## src/rtl/vga_pkg.sv

```systemverilog
// Shared display-RAM geometry, engine state encoding and command FIFO entry layout
// used by the frame-buffer writer, the VGA controller and the display RAM.
package vga_pkg;

    localparam int VGA_WIDTH      = 16;
    localparam int VGA_ADDR_WIDTH = 10;
    localparam int VGA_LEN_WIDTH  = 8;

    typedef enum logic {
        IDLE  = 1'b0,
        WRITE = 1'b1
    } eng_state_t;

    // Entry layout at the default geometry; packed as {addr, data, len}, MSB first.
    typedef struct packed {
        logic [VGA_ADDR_WIDTH-1:0] addr;
        logic [VGA_WIDTH-1:0]      data;
        logic [VGA_LEN_WIDTH-1:0]  len;
    } fifo_entry_t;

    localparam int FIFO_ENTRY_W = $bits(fifo_entry_t);

    function automatic int entry_width(input int aw, input int dw, input int lw);
        return aw + dw + lw;
    endfunction

endpackage

```

## src/rtl/vga_fb_writer_if.sv

```systemverilog
// Command bus from the processor side into the frame-buffer writer.
interface vga_fb_writer_if import vga_pkg::*; #(
    parameter int WIDTH      = VGA_WIDTH,
    parameter int ADDR_WIDTH = VGA_ADDR_WIDTH,
    parameter int LEN_WIDTH  = VGA_LEN_WIDTH
) ();

    logic                  cmd_valid;
    logic                  cmd_ready;
    logic [ADDR_WIDTH-1:0] cmd_addr;
    logic [WIDTH-1:0]      cmd_data;
    logic [LEN_WIDTH-1:0]  cmd_len;

    modport master (
        output cmd_valid,
        output cmd_addr,
        output cmd_data,
        output cmd_len,
        input  cmd_ready
    );

    modport slave (
        input  cmd_valid,
        input  cmd_addr,
        input  cmd_data,
        input  cmd_len,
        output cmd_ready
    );

endinterface

```

## src/rtl/vga_cmd_fifo.sv

```systemverilog
// Small synchronous first-word-fall-through FIFO holding pending write/fill commands.
module vga_cmd_fifo #(
    parameter int DEPTH = 4,
    parameter int DW    = 34
) (
    input  logic                   clk50MHz,
    input  logic                   clr,
    input  logic                   push,
    input  logic                   pop,
    input  logic [DW-1:0]          din,
    output logic [DW-1:0]          dout,
    output logic                   full,
    output logic                   empty,
    output logic [$clog2(DEPTH):0] level
);

    localparam int AW = $clog2(DEPTH);

    logic [DW-1:0] store [DEPTH];
    logic [AW-1:0] wr_ptr_reg;
    logic [AW-1:0] rd_ptr_reg;
    logic [AW:0]   count_reg;
    logic          do_push;
    logic          do_pop;

    assign full    = (count_reg == (AW+1)'(DEPTH));
    assign empty   = (count_reg == '0);
    assign level   = count_reg;
    assign do_push = push && !full;
    assign do_pop  = pop && !empty;
    assign dout    = store[rd_ptr_reg];

    // Pointers wrap naturally because DEPTH is a power of two.
    always_ff @(posedge clk50MHz) begin
        if (!clr) begin
            wr_ptr_reg <= '0;
            rd_ptr_reg <= '0;
            count_reg  <= '0;
        end else begin
            if (do_push) wr_ptr_reg <= wr_ptr_reg + AW'(1);
            if (do_pop)  rd_ptr_reg <= rd_ptr_reg + AW'(1);
            case ({do_push, do_pop})
                2'b10:   count_reg <= count_reg + (AW+1)'(1);
                2'b01:   count_reg <= count_reg - (AW+1)'(1);
                default: count_reg <= count_reg;
            endcase
        end
    end

    always_ff @(posedge clk50MHz) begin
        if (clr && do_push) store[wr_ptr_reg] <= din;
    end

endmodule

```

## src/rtl/vga_fb_writer.sv

```systemverilog
// Write-side engine for the display RAM: queues write/fill commands and issues
// word writes only while the VGA controller is blanking.
module vga_fb_writer import vga_pkg::*; #(
    parameter int WIDTH      = VGA_WIDTH,
    parameter int ADDR_WIDTH = VGA_ADDR_WIDTH,
    parameter int FIFO_DEPTH = 4,
    parameter int LEN_WIDTH  = VGA_LEN_WIDTH
) (
    input  logic                        clk50MHz,
    input  logic                        clr,
    vga_fb_writer_if.slave              cmd,
    input  logic                        blank,
    output logic                        mem_we,
    output logic [ADDR_WIDTH-1:0]       mem_addr,
    output logic [WIDTH-1:0]            mem_wdata,
    output logic                        busy,
    output logic [$clog2(FIFO_DEPTH):0] fifo_level
);

    localparam int EW = entry_width(ADDR_WIDTH, WIDTH, LEN_WIDTH);

    logic                  fifo_push;
    logic                  fifo_pop;
    logic                  fifo_full;
    logic                  fifo_empty;
    logic [EW-1:0]         fifo_din;
    logic [EW-1:0]         fifo_dout;
    logic [ADDR_WIDTH-1:0] head_addr;
    logic [WIDTH-1:0]      head_data;
    logic [LEN_WIDTH-1:0]  head_len;

    eng_state_t            state_reg;
    logic [ADDR_WIDTH-1:0] cur_addr_reg;
    logic [WIDTH-1:0]      cur_data_reg;
    logic [LEN_WIDTH-1:0]  remaining_reg;
    logic                  mem_we_reg;
    logic [ADDR_WIDTH-1:0] mem_addr_reg;
    logic [WIDTH-1:0]      mem_wdata_reg;

    assign cmd.cmd_ready = clr && !fifo_full;
    assign fifo_push     = cmd.cmd_valid && cmd.cmd_ready;
    assign fifo_din      = {cmd.cmd_addr, cmd.cmd_data, cmd.cmd_len};
    assign head_addr     = fifo_dout[EW-1 -: ADDR_WIDTH];
    assign head_data     = fifo_dout[LEN_WIDTH +: WIDTH];
    assign head_len      = fifo_dout[LEN_WIDTH-1:0];

    vga_cmd_fifo #(
        .DEPTH (FIFO_DEPTH),
        .DW    (EW)
    ) u_fifo (
        .clk50MHz (clk50MHz),
        .clr      (clr),
        .push     (fifo_push),
        .pop      (fifo_pop),
        .din      (fifo_din),
        .dout     (fifo_dout),
        .full     (fifo_full),
        .empty    (fifo_empty),
        .level    (fifo_level)
    );

    // Pop when idle, or when the last word of the current command issues so the
    // next command follows with no gap cycle.
    always_comb begin
        fifo_pop = 1'b0;
        if (!fifo_empty) begin
            if (state_reg == IDLE)
                fifo_pop = 1'b1;
            else if (blank && remaining_reg == '0)
                fifo_pop = 1'b1;
        end
    end

    always_ff @(posedge clk50MHz) begin
        if (!clr) begin
            state_reg     <= IDLE;
            cur_addr_reg  <= '0;
            cur_data_reg  <= '0;
            remaining_reg <= '0;
            mem_we_reg    <= 1'b0;
            mem_addr_reg  <= '0;
            mem_wdata_reg <= '0;
        end else begin
            mem_we_reg <= 1'b0;
            case (state_reg)
                IDLE: begin
                    if (fifo_pop) begin
                        cur_addr_reg  <= head_addr;
                        cur_data_reg  <= head_data;
                        remaining_reg <= head_len;
                        state_reg     <= WRITE;
                    end
                end
                WRITE: begin
                    // Outside blanking every counter holds, so a paused fill resumes
                    // at the first un-issued address.
                    if (blank) begin
                        mem_we_reg    <= 1'b1;
                        mem_addr_reg  <= cur_addr_reg;
                        mem_wdata_reg <= cur_data_reg;
                        if (remaining_reg == '0) begin
                            if (fifo_pop) begin
                                cur_addr_reg  <= head_addr;
                                cur_data_reg  <= head_data;
                                remaining_reg <= head_len;
                            end else begin
                                state_reg <= IDLE;
                            end
                        end else begin
                            cur_addr_reg  <= cur_addr_reg + ADDR_WIDTH'(1);
                            remaining_reg <= remaining_reg - LEN_WIDTH'(1);
                        end
                    end
                end
                default: state_reg <= IDLE;
            endcase
        end
    end

    assign mem_we    = mem_we_reg;
    assign mem_addr  = mem_addr_reg;
    assign mem_wdata = mem_wdata_reg;
    assign busy      = (state_reg != IDLE) || !fifo_empty;

endmodule

```

## src/flat_wrapper.sv

```systemverilog
// flat-port wrapper written by rule: the top's interface ports become plain ports
module vga_fb_writer_flat import vga_pkg::*;
#(
    parameter int WIDTH      = VGA_WIDTH,
    parameter int ADDR_WIDTH = VGA_ADDR_WIDTH,
    parameter int FIFO_DEPTH = 4,
    parameter int LEN_WIDTH  = VGA_LEN_WIDTH
)
  (clk50MHz, clr, blank, mem_we, mem_addr, mem_wdata, busy, fifo_level, cmd_cmd_valid, cmd_cmd_addr, cmd_cmd_data, cmd_cmd_len, cmd_cmd_ready);
  vga_fb_writer_if #(.WIDTH(WIDTH), .ADDR_WIDTH(ADDR_WIDTH), .LEN_WIDTH(LEN_WIDTH)) cmd_i ();
  input  logic clk50MHz;
  input  logic clr;
  input  logic blank;
  output logic mem_we;
  output logic [ADDR_WIDTH-1:0] mem_addr;
  output logic [WIDTH-1:0] mem_wdata;
  output logic busy;
  output logic [$clog2(FIFO_DEPTH):0] fifo_level;
  input wire logic [$bits(cmd_i.cmd_valid)-1:0] cmd_cmd_valid;
  input wire logic [$bits(cmd_i.cmd_addr)-1:0] cmd_cmd_addr;
  input wire logic [$bits(cmd_i.cmd_data)-1:0] cmd_cmd_data;
  input wire logic [$bits(cmd_i.cmd_len)-1:0] cmd_cmd_len;
  output wire logic [$bits(cmd_i.cmd_ready)-1:0] cmd_cmd_ready;
  assign cmd_i.cmd_valid = cmd_cmd_valid;
  assign cmd_i.cmd_addr = cmd_cmd_addr;
  assign cmd_i.cmd_data = cmd_cmd_data;
  assign cmd_i.cmd_len = cmd_cmd_len;
  assign cmd_cmd_ready = cmd_i.cmd_ready;
  vga_fb_writer #(.WIDTH(WIDTH), .ADDR_WIDTH(ADDR_WIDTH), .FIFO_DEPTH(FIFO_DEPTH), .LEN_WIDTH(LEN_WIDTH)) u_core (.clk50MHz(clk50MHz), .clr(clr), .cmd(cmd_i), .blank(blank), .mem_we(mem_we), .mem_addr(mem_addr), .mem_wdata(mem_wdata), .busy(busy), .fifo_level(fifo_level));
endmodule
```

## config.mk

```make
export PLATFORM = sky130hd
export DESIGN_NAME = vga_fb_writer_flat
export DESIGN_NICKNAME = d
export VERILOG_FILES = /design/src/rtl/vga_pkg.sv /design/src/rtl/vga_fb_writer_if.sv /design/src/rtl/vga_cmd_fifo.sv /design/src/rtl/vga_fb_writer.sv /design/src/flat_wrapper.sv
export SDC_FILE = /design/constraint.sdc
export NUM_CORES = 1
export LEC_CHECK = 0
export BUFFER_PORTS_ARGS = -buffer_cell sky130_fd_sc_hd__buf_2
export CORE_UTILIZATION = 40
export CTS_CLUSTER_DIAMETER = 60
export DETAILED_ROUTE_END_ITERATION = 10
export REMOVE_ABC_BUFFERS = 1
export SLEW_MARGIN = 20
export SYNTH_ARGS = -nofsm -noshare
export SYNTH_HDL_FRONTEND = slang
export SYNTH_SLANG_ARGS = --single-unit
export TNS_END_PERCENT = 50
```

## constraint.sdc

```tcl
create_clock -name clk50MHz -period 3.2 [get_ports clk50MHz]
set_input_delay 0.64 -clock clk50MHz [delete_from_list [all_inputs] [get_ports clk50MHz]]
set_output_delay 0.64 -clock clk50MHz [all_outputs]
set_load 0.1 [all_outputs]
```

==> metrics.txt <==
# TYPE chip_impl_metric gauge
chip_impl_metric{name="grt_start_max_net_pins",unit=""} 63
chip_impl_metric{name="fp-row-count",unit=""} 51
chip_impl_metric{name="avgViaCountPerCell",unit=""} 5.11
chip_impl_metric{name="cts-buffers-inserted",unit=""} 22
chip_impl_metric{name="synth_cells",unit=""} 549
chip_impl_metric{name="max_freq",unit="MHz"} 395
chip_impl_info{name="netlist.top_cell.by_area",value="sky130_fd_sc_hd__edfxtp_1"} 1
chip_impl_info{name="endpoint_kind",value="flip-flop"} 1
chip_impl_metric{name="placement_cell_area",unit="um2"} 8650
chip_impl_metric{name="via_count",unit=""} 4653
chip_impl_metric{name="cts.repair_timing.setup_buffer_count",unit=""} 0
chip_impl_metric{name="fin_crit_sh",unit="%"} 79.0
chip_impl_metric{name="p_sw_share",unit="%"} 34.4
chip_impl_metric{name="synth_async_sr_flop_share",unit="%"} 0
chip_impl_metric{name="setup_ws",unit="ps"} 671
chip_impl_metric{name="routabilityCongestion",unit=""} 0.781
chip_impl_metric{name="h_tree_level_count",unit=""} 1
chip_impl_metric{name="period_needed",unit="ps"} 2530
chip_impl_metric{name="die_h",unit="um"} 143
chip_impl_metric{name="total_power_of_the_final_layout",unit="mW"} 8.83
chip_impl_metric{name="synth-seq-cells",unit=""} 207
chip_impl_metric{name="synth.avg_cell_area",unit="um2"} 14.5
chip_impl_metric{name="post-route-util",unit="%"} 48.5
chip_impl_metric{name="route.antenna.remaining_nets",unit=""} 0
chip_impl_info{name="critical_path.startpoint",value="u_core.remaining_reg[0]"} 1
chip_impl_info{name="setup_repair_after_global_routing_missed_its_margin",value="no"} 1
chip_impl_metric{name="cp.arrival",unit="ps"} 2950
chip_impl_metric{name="cts_hold_buffers",unit=""} 0
chip_impl_metric{name="switchingPower",unit="mW"} 3.04
chip_impl_metric{name="vdd_ir_max",unit="mV"} 0.504
chip_impl_metric{name="combinationalPowerShare",unit="%"} 30.3
chip_impl_metric{name="area_of_the_die",unit="um2"} 20500
chip_impl_metric{name="drt_first_iter_violations",unit=""} 349
chip_impl_metric{name="crit_required",unit="ps"} 3620
chip_impl_info{name="critPathKind",value="flip-flop to flip-flop"} 1
chip_impl_metric{name="clk_pin_slew_worst_paths",unit="ps"} 60
chip_impl_info{name="commonest_cells_in_the_synthesized_netlist",value="sky130_fd_sc_hd__edfxtp_1, sky130_fd_sc_hd__nand2_1, sky130_fd_sc_hd__dfxtp_1, sky130_fd_sc_hd__a21oi_1, sky130_fd_sc_hd__mux4_2"} 1
chip_impl_metric{name="seq_power_share",unit="%"} 39.7
chip_impl_metric{name="area.growth.synth_to_final",unit="%"} 18.4
chip_impl_info{name="clock-root-buffer",value="sky130_fd_sc_hd__clkbuf_16"} 1
chip_impl_info{name="yosysMostFrequentCell",value="sky130_fd_sc_hd__edfxtp_1"} 1
chip_impl_metric{name="core_area",unit="um2"} 19500
chip_impl_metric{name="report.final.setup_viol",unit=""} 0
chip_impl_metric{name="synth-edff-count",unit=""} 136
chip_impl_metric{name="cts.path.max_buffers",unit=""} 3
chip_impl_metric{name="wl_per_cell",unit="um"} 17.3
chip_impl_info{name="yosys_most_used_dff",value="sky130_fd_sc_hd__edfxtp_1"} 1
chip_impl_metric{name="max_slew_margin",unit="%"} 34.7
chip_impl_metric{name="synth_sequential_area_ratio",unit="%"} 69.1
chip_impl_metric{name="cts_resized",unit=""} 0
chip_impl_metric{name="wire_length_of_the_first_global_routing_pass",unit="um"} 25100
chip_impl_metric{name="grt_ovf",unit=""} 0
chip_impl_metric{name="via_count_of_the_first_global_routing_pass",unit=""} 4714
chip_impl_metric{name="synth.yosys.warnings",unit=""} 0
chip_impl_metric{name="setup_total_negative_slack",unit="ps"} 0
chip_impl_metric{name="start_util",unit="%"} 40.9
chip_impl_metric{name="holdWs",unit="ps"} 353
chip_impl_info{name="critical_path.reg2reg.startpoint",value="u_core.remaining_reg[0]"} 1
chip_impl_metric{name="clk_latency",unit="ps"} 500
chip_impl_info{name="hp-class",value="primary input to flip-flop"} 1
chip_impl_metric{name="io-pin-count",unit=""} 70
chip_impl_metric{name="dpl.cell_count",unit=""} 869
chip_impl_metric{name="synthDominantCellAreaShare",unit="%"} 51.3
chip_impl_info{name="tritoncts_clock_tree",value="done"} 1
chip_impl_metric{name="maxCapViolCount",unit=""} 0
chip_impl_metric{name="power_report.internal_total",unit="mW"} 5.79
chip_impl_metric{name="grt_antenna_before_repair",unit=""} 1
chip_impl_metric{name="clock_sink_count",unit=""} 207
chip_impl_metric{name="drive_gt1_share",unit="%"} 26.4
chip_impl_metric{name="io_buffer_count",unit=""} 69
chip_impl_metric{name="worst_clock_skew",unit="ps"} 12.2
chip_impl_metric{name="dr_drc_count",unit=""} 0
chip_impl_metric{name="synth_area",unit="um2"} 7970
chip_impl_metric{name="power.static_leakage",unit="nW"} 3.26
chip_impl_metric{name="layout.filler_cells",unit=""} 1702
chip_impl_metric{name="groute.usage.overall",unit="%"} 16.1
chip_impl_metric{name="detail_route.wirelength",unit="um"} 15700
chip_impl_info{name="worst_setup_path_start_kind",value="flip-flop"} 1
chip_impl_metric{name="fin_area",unit="um2"} 9430
chip_impl_metric{name="transition_at_the_pin_with_the_smallest_max_transition_slack",unit="ps"} 980
chip_impl_metric{name="dp_hpwl",unit="um"} 10000
chip_impl_metric{name="dpl_worst_slack",unit="ps"} 562
chip_impl_metric{name="timing_max_transition_violations_final",unit=""} 0
chip_impl_metric{name="horizontal_die_dimension",unit="um"} 143
chip_impl_info{name="yosys-top-cells-area",value="sky130_fd_sc_hd__edfxtp_1, sky130_fd_sc_hd__dfxtp_1, sky130_fd_sc_hd__mux4_2, sky130_fd_sc_hd__nand2_1, sky130_fd_sc_hd__a21oi_1"} 1
chip_impl_metric{name="final_net_count",unit=""} 675
chip_impl_metric{name="clkPwrFrac",unit="%"} 30.1
chip_impl_metric{name="drt_first_pass_iters",unit=""} 4
chip_impl_metric{name="timing.critical_path.fanout_max",unit=""} 5
chip_impl_info{name="run_status",value="complete, no violations"} 1
chip_impl_metric{name="final_hold_viol_count",unit=""} 0
chip_impl_metric{name="largest_register_ffs",unit=""} 136
chip_impl_metric{name="post_synth_num_cell_types",unit=""} 47
chip_impl_info{name="holdCritStartpoint",value="cmd_cmd_len[6]"} 1
chip_impl_metric{name="power.density",unit="nW/um2"} 936
chip_impl_metric{name="fin_cells",unit=""} 910
cell families (layout without fill, tap and decap cells):
logic type               after synthesis  in the layout  share of synthesized area, %
buffers and inverters                 45            140                          2.43
AND/OR/NAND/NOR                      142            142                          7.85
multiplexers                          36             36                          9.86
AO/OA/AOI/OAI                        103            103                          8.45
other                                  0              1                             0
adder cells (fa/ha/maj)                9              9                          1.51
flip-flops                           207            207                          69.1
XOR/XNOR                               7              7                         0.770
path summary, 6_finish.rpt:
kind	slack (ps)	end	cells past startpoint
worst min-delay path	350	u_core.u_fifo.store[0][6]	1
worst min register to register	450	u_core.mem_addr[6]	2
worst max-delay path	670	u_core.u_fifo.level[2]	10
worst max register to register	670	u_core.u_fifo.level[2]	10
routing by layer:
| layer | routed length [um] | share of wire [%] | up-vias | GRT usage (%) |
|---|---|---|---|---|
| met1 | 6720 | 43 | 2308 | 20.0 |
| met3 | 625 | 4.0 | 13 | 2.58 |
| met5 | 0 | 0 | - | 0 |
| li1 | - | - | 2234 | - |
| met2 | 8210 | 52 | 98 | 28.9 |
| met4 | 161 | 1.0 | 0 | 4.41 |
layout make-up:
type                       instances  area [um2]  area share [%]
inverter                          13        48.8           0.517
antenna                            1        2.50          0.0265
timing repair buffer              87         493            5.23
sequential                       207        5510            58.4
multi-input combinational        297        2270            24.0
tap                              265         332            3.52
clock inverter                    15         198            2.10
clock buffer                      25         583            6.18
worst max-delay path, cell delays in order, from the launching register on:
cell                      delay [ps]
sky130_fd_sc_hd__dfxtp_1         390
sky130_fd_sc_hd__inv_1           110
sky130_fd_sc_hd__ha_1            240
sky130_fd_sc_hd__nor3b_2         200
sky130_fd_sc_hd__a32oi_2         220
sky130_fd_sc_hd__inv_2            60
sky130_fd_sc_hd__ha_1            220
sky130_fd_sc_hd__fa_1            400
sky130_fd_sc_hd__xnor2_1         150
sky130_fd_sc_hd__or3_1           310
sky130_fd_sc_hd__a21oi_1         140
power groups by stage:
| stage | clock network [mW] | logic (mW) | registers (mW) |
|---|---|---|---|
| 3_3_place_gp | 0 | 2.65 | 3.54 |
| 2_1_floorplan | 0 | 1.59 | 3.90 |
| 3_5_place_dp | 0 | 2.69 | 3.56 |
| 6_report | 2.65 | 2.67 | 3.50 |
| 5_1_grt | 2.82 | 2.92 | 3.55 |
| 4_1_cts | 2.72 | 2.70 | 3.50 |
layout by cell type (no fill, tap or decap), drive strengths merged, types with 12 or more instances in the layout:
master,count
mux4,34
nor2,18
buf,87
a211oi,12
edfxtp,136
dfxtp,71
inv,13
nand2,91
clkbuf,25
a21oi,55
(Power assumes the default switching activity.)
